--- src/rtl/uart_rx_fifo_if.sv ---
// Receive-side bundle between the UART receiver (slave) and its host parser/CPU (master).
// The host drives the serial line, pops and error clear; the receiver returns FIFO head, status and flags.
interface uart_rx_fifo_if #(
  parameter int DATA_BITS  = 8,
  parameter int FIFO_DEPTH = 4
);
  logic                             rxd;
  logic                             rd;
  logic                             clr_err;
  logic [DATA_BITS-1:0]             dout;
  logic                             empty;
  logic                             full;
  logic [$clog2(FIFO_DEPTH+1)-1:0]  count;
  logic                             ready;
  logic                             busy;
  logic                             frame_err;
  logic                             parity_err;
  logic                             overrun;
  logic                             irq;

  modport master (
    output rxd, rd, clr_err,
    input  dout, empty, full, count, ready, busy, frame_err, parity_err, overrun, irq
  );

  modport slave (
    input  rxd, rd, clr_err,
    output dout, empty, full, count, ready, busy, frame_err, parity_err, overrun, irq
  );
endinterface

--- src/rtl/uart_rx_fifo.sv ---
// UART receiver (16x oversampled, 3-sample majority, 5-9 data bits, optional parity) into a FWFT FIFO.
// A word lands in the FIFO one clk after the stop-bit decision; a full FIFO with no pop drops it and flags overrun.
module uart_rx_fifo #(
  parameter int CLK_DIV    = 163,
  parameter int DATA_BITS  = 8,
  parameter int PARITY     = 0,
  parameter int FIFO_DEPTH = 4
) (
  input  logic          clk,
  input  logic          reset,
  uart_rx_fifo_if.slave bus
);
  localparam int TW = $clog2(CLK_DIV);
  localparam int AW = $clog2(FIFO_DEPTH);
  localparam int CW = $clog2(FIFO_DEPTH + 1);

  typedef enum logic [2:0] {IDLE, START, DATA, PAR, STOP, WAIT_HIGH} state_t;

  state_t               state;
  logic [TW-1:0]        tick_cnt;
  logic                 tick;
  logic                 rx_meta;
  logic                 rxs;
  logic [3:0]           sc;
  logic [3:0]           bit_idx;
  logic                 s7;
  logic                 s8;
  logic                 maj;
  logic                 exp_par;
  logic                 mid_bit;
  logic [DATA_BITS-1:0] shreg;
  logic                 word_bad;
  logic                 wr_pend;

  logic [DATA_BITS-1:0] mem [FIFO_DEPTH];
  logic [AW-1:0]        wptr;
  logic [AW-1:0]        rptr;
  logic [CW-1:0]        cnt;
  logic                 fifo_full;
  logic                 fifo_empty;
  logic                 do_wr;
  logic                 do_rd;
  logic                 ready_q;

  logic                 frame_err_q;
  logic                 parity_err_q;
  logic                 overrun_q;
  logic                 frame_set;
  logic                 parity_set;
  logic                 overrun_set;

  assign tick       = (tick_cnt == TW'(CLK_DIV - 1));
  assign maj        = (s7 & s8) | (s7 & rxs) | (s8 & rxs);
  assign exp_par    = (PARITY == 1) ? ~^shreg : ^shreg;
  assign mid_bit    = tick && (sc == 4'd9);

  assign fifo_empty = (cnt == '0);
  assign fifo_full  = (cnt == CW'(FIFO_DEPTH));
  assign do_rd      = bus.rd && !fifo_empty;
  assign do_wr      = wr_pend && (!fifo_full || bus.rd);

  assign frame_set   = mid_bit && (state == STOP) && !maj;
  assign parity_set  = mid_bit && (state == PAR) && (maj != exp_par);
  assign overrun_set = wr_pend && fifo_full && !bus.rd;

  // Serial front end and frame FSM; all decisions happen only on tick cycles.
  always_ff @(posedge clk) begin
    if (!reset) begin
      tick_cnt <= '0;
      rx_meta  <= 1'b1;
      rxs      <= 1'b1;
      state    <= IDLE;
      sc       <= '0;
      bit_idx  <= '0;
      s7       <= 1'b1;
      s8       <= 1'b1;
      shreg    <= '0;
      word_bad <= 1'b0;
      wr_pend  <= 1'b0;
    end else begin
      rx_meta  <= bus.rxd;
      rxs      <= rx_meta;
      tick_cnt <= tick ? '0 : tick_cnt + 1'b1;
      wr_pend  <= 1'b0;
      if (tick) begin
        sc <= sc + 1'b1;
        if (sc == 4'd7) s7 <= rxs;
        if (sc == 4'd8) s8 <= rxs;
        case (state)
          IDLE: begin
            if (!rxs) begin
              state    <= START;
              sc       <= '0;
              bit_idx  <= '0;
              word_bad <= 1'b0;
            end
          end
          START: begin
            if (sc == 4'd9) state <= maj ? IDLE : DATA;
          end
          DATA: begin
            if (sc == 4'd9) begin
              shreg <= {maj, shreg[DATA_BITS-1:1]};
              if (bit_idx == 4'(DATA_BITS - 1)) state <= (PARITY != 0) ? PAR : STOP;
              else bit_idx <= bit_idx + 1'b1;
            end
          end
          PAR: begin
            if (sc == 4'd9) begin
              if (maj != exp_par) word_bad <= 1'b1;
              state <= STOP;
            end
          end
          STOP: begin
            // Leave half a bit early so a back-to-back start edge is not missed.
            if (sc == 4'd9) begin
              wr_pend <= maj && !word_bad;
              state   <= maj ? IDLE : WAIT_HIGH;
            end
          end
          WAIT_HIGH: begin
            if (rxs) state <= IDLE;
          end
          default: state <= IDLE;
        endcase
      end
    end
  end

  always_ff @(posedge clk) begin
    if (do_wr) mem[wptr] <= shreg;
  end

  always_ff @(posedge clk) begin
    if (!reset) begin
      wptr         <= '0;
      rptr         <= '0;
      cnt          <= '0;
      ready_q      <= 1'b0;
      frame_err_q  <= 1'b0;
      parity_err_q <= 1'b0;
      overrun_q    <= 1'b0;
    end else begin
      ready_q <= do_wr;
      if (do_wr) wptr <= wptr + 1'b1;
      if (do_rd) rptr <= rptr + 1'b1;
      case ({do_wr, do_rd})
        2'b10:   cnt <= cnt + 1'b1;
        2'b01:   cnt <= cnt - 1'b1;
        default: cnt <= cnt;
      endcase
      // A set event in the same cycle as a clear keeps the flag raised.
      frame_err_q  <= frame_set   | (frame_err_q  & ~bus.clr_err);
      parity_err_q <= parity_set  | (parity_err_q & ~bus.clr_err);
      overrun_q    <= overrun_set | (overrun_q    & ~bus.clr_err);
    end
  end

  assign bus.dout       = fifo_empty ? '0 : mem[rptr];
  assign bus.empty      = fifo_empty;
  assign bus.full       = fifo_full;
  assign bus.count      = cnt;
  assign bus.ready      = ready_q;
  assign bus.busy       = (state != IDLE);
  assign bus.frame_err  = frame_err_q;
  assign bus.parity_err = parity_err_q;
  assign bus.overrun    = overrun_q;
  assign bus.irq        = !fifo_empty;
endmodule
--- src/flat_wrapper.sv ---
// flat-port wrapper written by rule: the top's interface ports become plain ports
module uart_rx_fifo_flat 
#(
  parameter int CLK_DIV    = 163,
  parameter int DATA_BITS  = 8,
  parameter int PARITY     = 0,
  parameter int FIFO_DEPTH = 4
)
  (clk, reset, bus_rxd, bus_rd, bus_clr_err, bus_dout, bus_empty, bus_full, bus_count, bus_ready, bus_busy, bus_frame_err, bus_parity_err, bus_overrun, bus_irq);
  uart_rx_fifo_if #(.DATA_BITS(DATA_BITS), .FIFO_DEPTH(FIFO_DEPTH)) bus_i ();
  input  logic clk;
  input  logic reset;
  input wire logic [$bits(bus_i.rxd)-1:0] bus_rxd;
  input wire logic [$bits(bus_i.rd)-1:0] bus_rd;
  input wire logic [$bits(bus_i.clr_err)-1:0] bus_clr_err;
  output wire logic [$bits(bus_i.dout)-1:0] bus_dout;
  output wire logic [$bits(bus_i.empty)-1:0] bus_empty;
  output wire logic [$bits(bus_i.full)-1:0] bus_full;
  output wire logic [$bits(bus_i.count)-1:0] bus_count;
  output wire logic [$bits(bus_i.ready)-1:0] bus_ready;
  output wire logic [$bits(bus_i.busy)-1:0] bus_busy;
  output wire logic [$bits(bus_i.frame_err)-1:0] bus_frame_err;
  output wire logic [$bits(bus_i.parity_err)-1:0] bus_parity_err;
  output wire logic [$bits(bus_i.overrun)-1:0] bus_overrun;
  output wire logic [$bits(bus_i.irq)-1:0] bus_irq;
  assign bus_i.rxd = bus_rxd;
  assign bus_i.rd = bus_rd;
  assign bus_i.clr_err = bus_clr_err;
  assign bus_dout = bus_i.dout;
  assign bus_empty = bus_i.empty;
  assign bus_full = bus_i.full;
  assign bus_count = bus_i.count;
  assign bus_ready = bus_i.ready;
  assign bus_busy = bus_i.busy;
  assign bus_frame_err = bus_i.frame_err;
  assign bus_parity_err = bus_i.parity_err;
  assign bus_overrun = bus_i.overrun;
  assign bus_irq = bus_i.irq;
  uart_rx_fifo #(.CLK_DIV(CLK_DIV), .DATA_BITS(DATA_BITS), .PARITY(PARITY), .FIFO_DEPTH(FIFO_DEPTH)) u_core (.clk(clk), .reset(reset), .bus(bus_i));
endmodule
--- config.mk ---
export PLATFORM = sky130hd
export DESIGN_NAME = uart_rx_fifo_flat
export DESIGN_NICKNAME = d
export VERILOG_FILES = /design/src/rtl/uart_rx_fifo_if.sv /design/src/rtl/uart_rx_fifo.sv /design/src/flat_wrapper.sv
export SDC_FILE = /design/constraint.sdc
export NUM_CORES = 1
export LEC_CHECK = 0
export CELL_PAD_IN_SITES_DETAIL_PLACEMENT = 0
export CELL_PAD_IN_SITES_GLOBAL_PLACEMENT = 1
export CORE_UTILIZATION = 47
export DETAILED_ROUTE_END_ITERATION = 10
export PLACE_DENSITY = 0.86
export SYNTH_ARGS = -nofsm -noshare
export SYNTH_HDL_FRONTEND = slang
export SYNTH_SLANG_ARGS = --single-unit
--- constraint.sdc ---
create_clock -name clk -period 2.2 [get_ports clk]
set_input_delay 0.22 -clock clk [delete_from_list [all_inputs] [get_ports clk]]
set_output_delay 0.22 -clock clk [all_outputs]
set_load 0.03 [all_outputs]
==> run_results.csv <==
group,metric,value,unit
hold_path,hold_class,"reg2reg",
clock_network,tritoncts,"built",
synth,syn-instance-count,285,
finish,syn2layout_area_growth,16.4,%
clock_network,h-tree-depth,3,
synth,synth_top_area_share,27.7,%
die,rows,30,
setup_path,cp.arrival,1.86,ns
flow_run,maxCapViolations,0,
clock_network,hold_buffers,0,
setup_path,worstPathMaxFanout,10,
timing,period_needed,2.08,ns
power,total_power,2.60,mW
synth,synth_nets,302,
power,peakVddDrop,0.315,mV
setup_path,cp-startpoint,"u_core.bus.count[0]",
finish,nNetsFinal,336,
hold_path,holdPathEnd,"u_core.rxs",
synth,synth_flop_cell,"dfxtp_1",
timing,max_slew_margin,68.5,%
power,pwr_density_cell,645,mW/mm²
drt,drc,0,
clock_network,insertion_delay,0.34,ns
setup_path,rr_worst_depth,11,
run_status,status,"finished clean",
synth,yosysMostFrequentCell,"dfxtp_1",
setup_path,worst_setup_path_start_kind,"flip-flop",
timing,timing.fmax,480,MHz
synth,yosysWarningCount,0,
timing,hold_viol_final,0,
timing,hold_ws,0.431,ns
setup_path,endpoint_kind,"output pin",
finish,final_cells,420,
die,die_h,87.8,µm
synth,synthArstFlopShare,0,%
setup_path,critPathRequiredTime,1.98,ns
global_route,grt_antenna_before_repair,0,
placement,dp.cells,404,
global_route,globalRouteTotalUtil,15.3,%
power,leakage,1.53,nW
die,core,0.00694,mm²
synth,yosys_register_bits,78,
global_route,grt_max_degree,16,
synth,ys_seq_area_share,54.3,%
die,die_x,87.8,µm
timing,setup_viol,0,
global_route,grt_pass1_vias,1932,
timing,skew,0.00859,ns
die,start_util,49.9,%
timing,fin_ws,0.116,ns
synth,synth_cell_types,49,
clock_network,clk_pin_slew_worst_paths,0.08,ns
placement,port-buffer-count,23,
clock_network,cts_root_buf,"clkbuf_8",
synth,synth_top_area_cell,"edfxtp_1",
placement,routabilityCongestion,0.756,
hold_path,whs_path_depth,1,
drt,vias,2078,
drt,routedWlPerCell,12.9,µm
setup_path,r2r-start,"u_core.bus.count[0]",
timing,fin_crit_sh,94.7,%
timing,grt_setup_unrepaired,"no",
timing,slew_violations,0,
drt,viasPerCell,4.95,
synth,netlist_area,0.00346,mm²
timing,fin_setup_tns,0,ns
clock_network,cts_buffers,9,
finish,drive_above_1_share,13.6,%
drt,wl,5.42,mm
clock_network,clock_sinks,78,
synth,syn_area_per_cell,12.2,µm²
die,dieArea,0.00772,mm²
setup_path,crit_type,"reg2out",
clock_network,clockBufferDepth,2,
placement,hpwl,3.87,mm
synth,ys_top_cells_by_count,"dfxtp_1, edfxtp_1, and2_1, nor2_1, xnor2_1",
setup_path,regToRegSetupSlack,0.15,ns
placement,dp_slack,-0.0499,ns
die,ios,24,
finish,diodes,0,
finish,fill_cells,583,
drt,initialDrtViolationCount,60,
hold_path,min_from,"u_core.rx_meta",
timing,tightestPinTransition,0.471,ns
global_route,grt_pass1_wl,8.80,mm
synth,synth.area.top_cells,"edfxtp_1, dfxtp_1, mux4_2",
synth,synth_edf_count,32,
drt,drt_first_pass_iters,4,
setup_path,timing.rr.end,"u_core.bus.count[2]",
global_route,grt_overflow,0,
drt,detail-route-antenna-nets,0,
==> cells by family (layout without fill, tap and decap cells) <==
| kind of cell | after synthesis | count (layout) | share of synthesized area, % |
|---|---|---|---|
| buf+inv | 25 | 64 | 3.40 |
| xor+xnor | 25 | 25 | 6.72 |
| compound gates | 19 | 19 | 3.79 |
| mux | 21 | 21 | 8.96 |
| simple gates | 104 | 104 | 17.9 |
| flops | 78 | 78 | 54.3 |
| fa+ha+maj | 13 | 13 | 4.88 |
==> cell usage in the layout, fill, tap and decap left out, types with 11 or more instances in the layout <==
master	count
inv_1	15
mux2i_1	13
clkdlybuf4s50_1	14
ha_1	11
dfxtp_1	45
nand2_1	15
and2_1	20
nor2b_1	15
edfxtp_1	32
xnor2_1	17
nor2_1	19
==> final cells by class <==
class / count / area (µm²) / area share [%]
Multi-Input combinational cell: 182 / 1470 / 36.4
Tap cell: 96 / 120 / 2.98
Inverter: 15 / 56.3 / 1.40
Timing Repair Buffer: 33 / 307 / 7.60
Clock buffer: 11 / 141 / 3.51
Clock inverter: 5 / 58.8 / 1.46
Sequential cell: 78 / 1880 / 46.7
==> routing by layer <==
layer	routed length [µm]	vias up	global-route usage (%)
li1	-	1059	-
met1	2570	987	17.9
met2	2640	24	26.4
met3	104	8	2.83
met4	105	0	8.49
met5	0	-	0
==> state kept, by name, summed over array words and instances, names as in the netlist, 2 cells and up, named ones only <==
register	flops
u_core.bit_idx	4
u_core.bus.count	3
u_core.mem	32
u_core.rptr	2
u_core.sc	4
u_core.shreg	8
u_core.state	3
u_core.tick_cnt	8
u_core.wptr	2
==> critical path, cell delays in order (launching register included) <==
cell and delay (ns):
dfxtp_2 0.34, or3_1 0.42, buf_4 0.19, clkdlybuf4s50_1 0.59
==> worst max-delay path by stage <==
stage                     endpoint  slack (ns)  cells past startpoint
2_1_floorplan  u_core.bus.count[2]       0.007                     11
3_3_place_gp   u_core.bus.count[2]        0.05                     10
3_5_place_dp   u_core.bus.count[2]       -0.05                     10
4_1_cts                    bus_irq        0.07                      3
5_1_grt        u_core.bus.count[2]        0.01                     11
6_report                   bus_irq        0.12                      3
==> where the power goes <==
part           total, mW  internal (mW)  switching (mW)
Combinational     0.0427         0.0209          0.0218
Clock               1.05          0.555           0.499
Sequential          1.51           1.50         0.00777
Total               2.60           2.07           0.528
==> what timing repair did <==
item	in CTS	in global routing
gates resized for setup	9	2
setup buffers	0	0
setup endpoints to repair	9	1
hold endpoints to repair	0	0
==> through the flow <==
step | instance area (µm²) | util [%]
5_1_grt | 4030 | 58.1
6_report | 4030 | 58.1
2_1_floorplan | 3460 | -
3_5_place_dp | 3840 | 55.3
3_3_place_gp | 3840 | 55.3
4_1_cts | 4030 | 58.0
No activity file was read; power rests on OpenSTA's default activity.
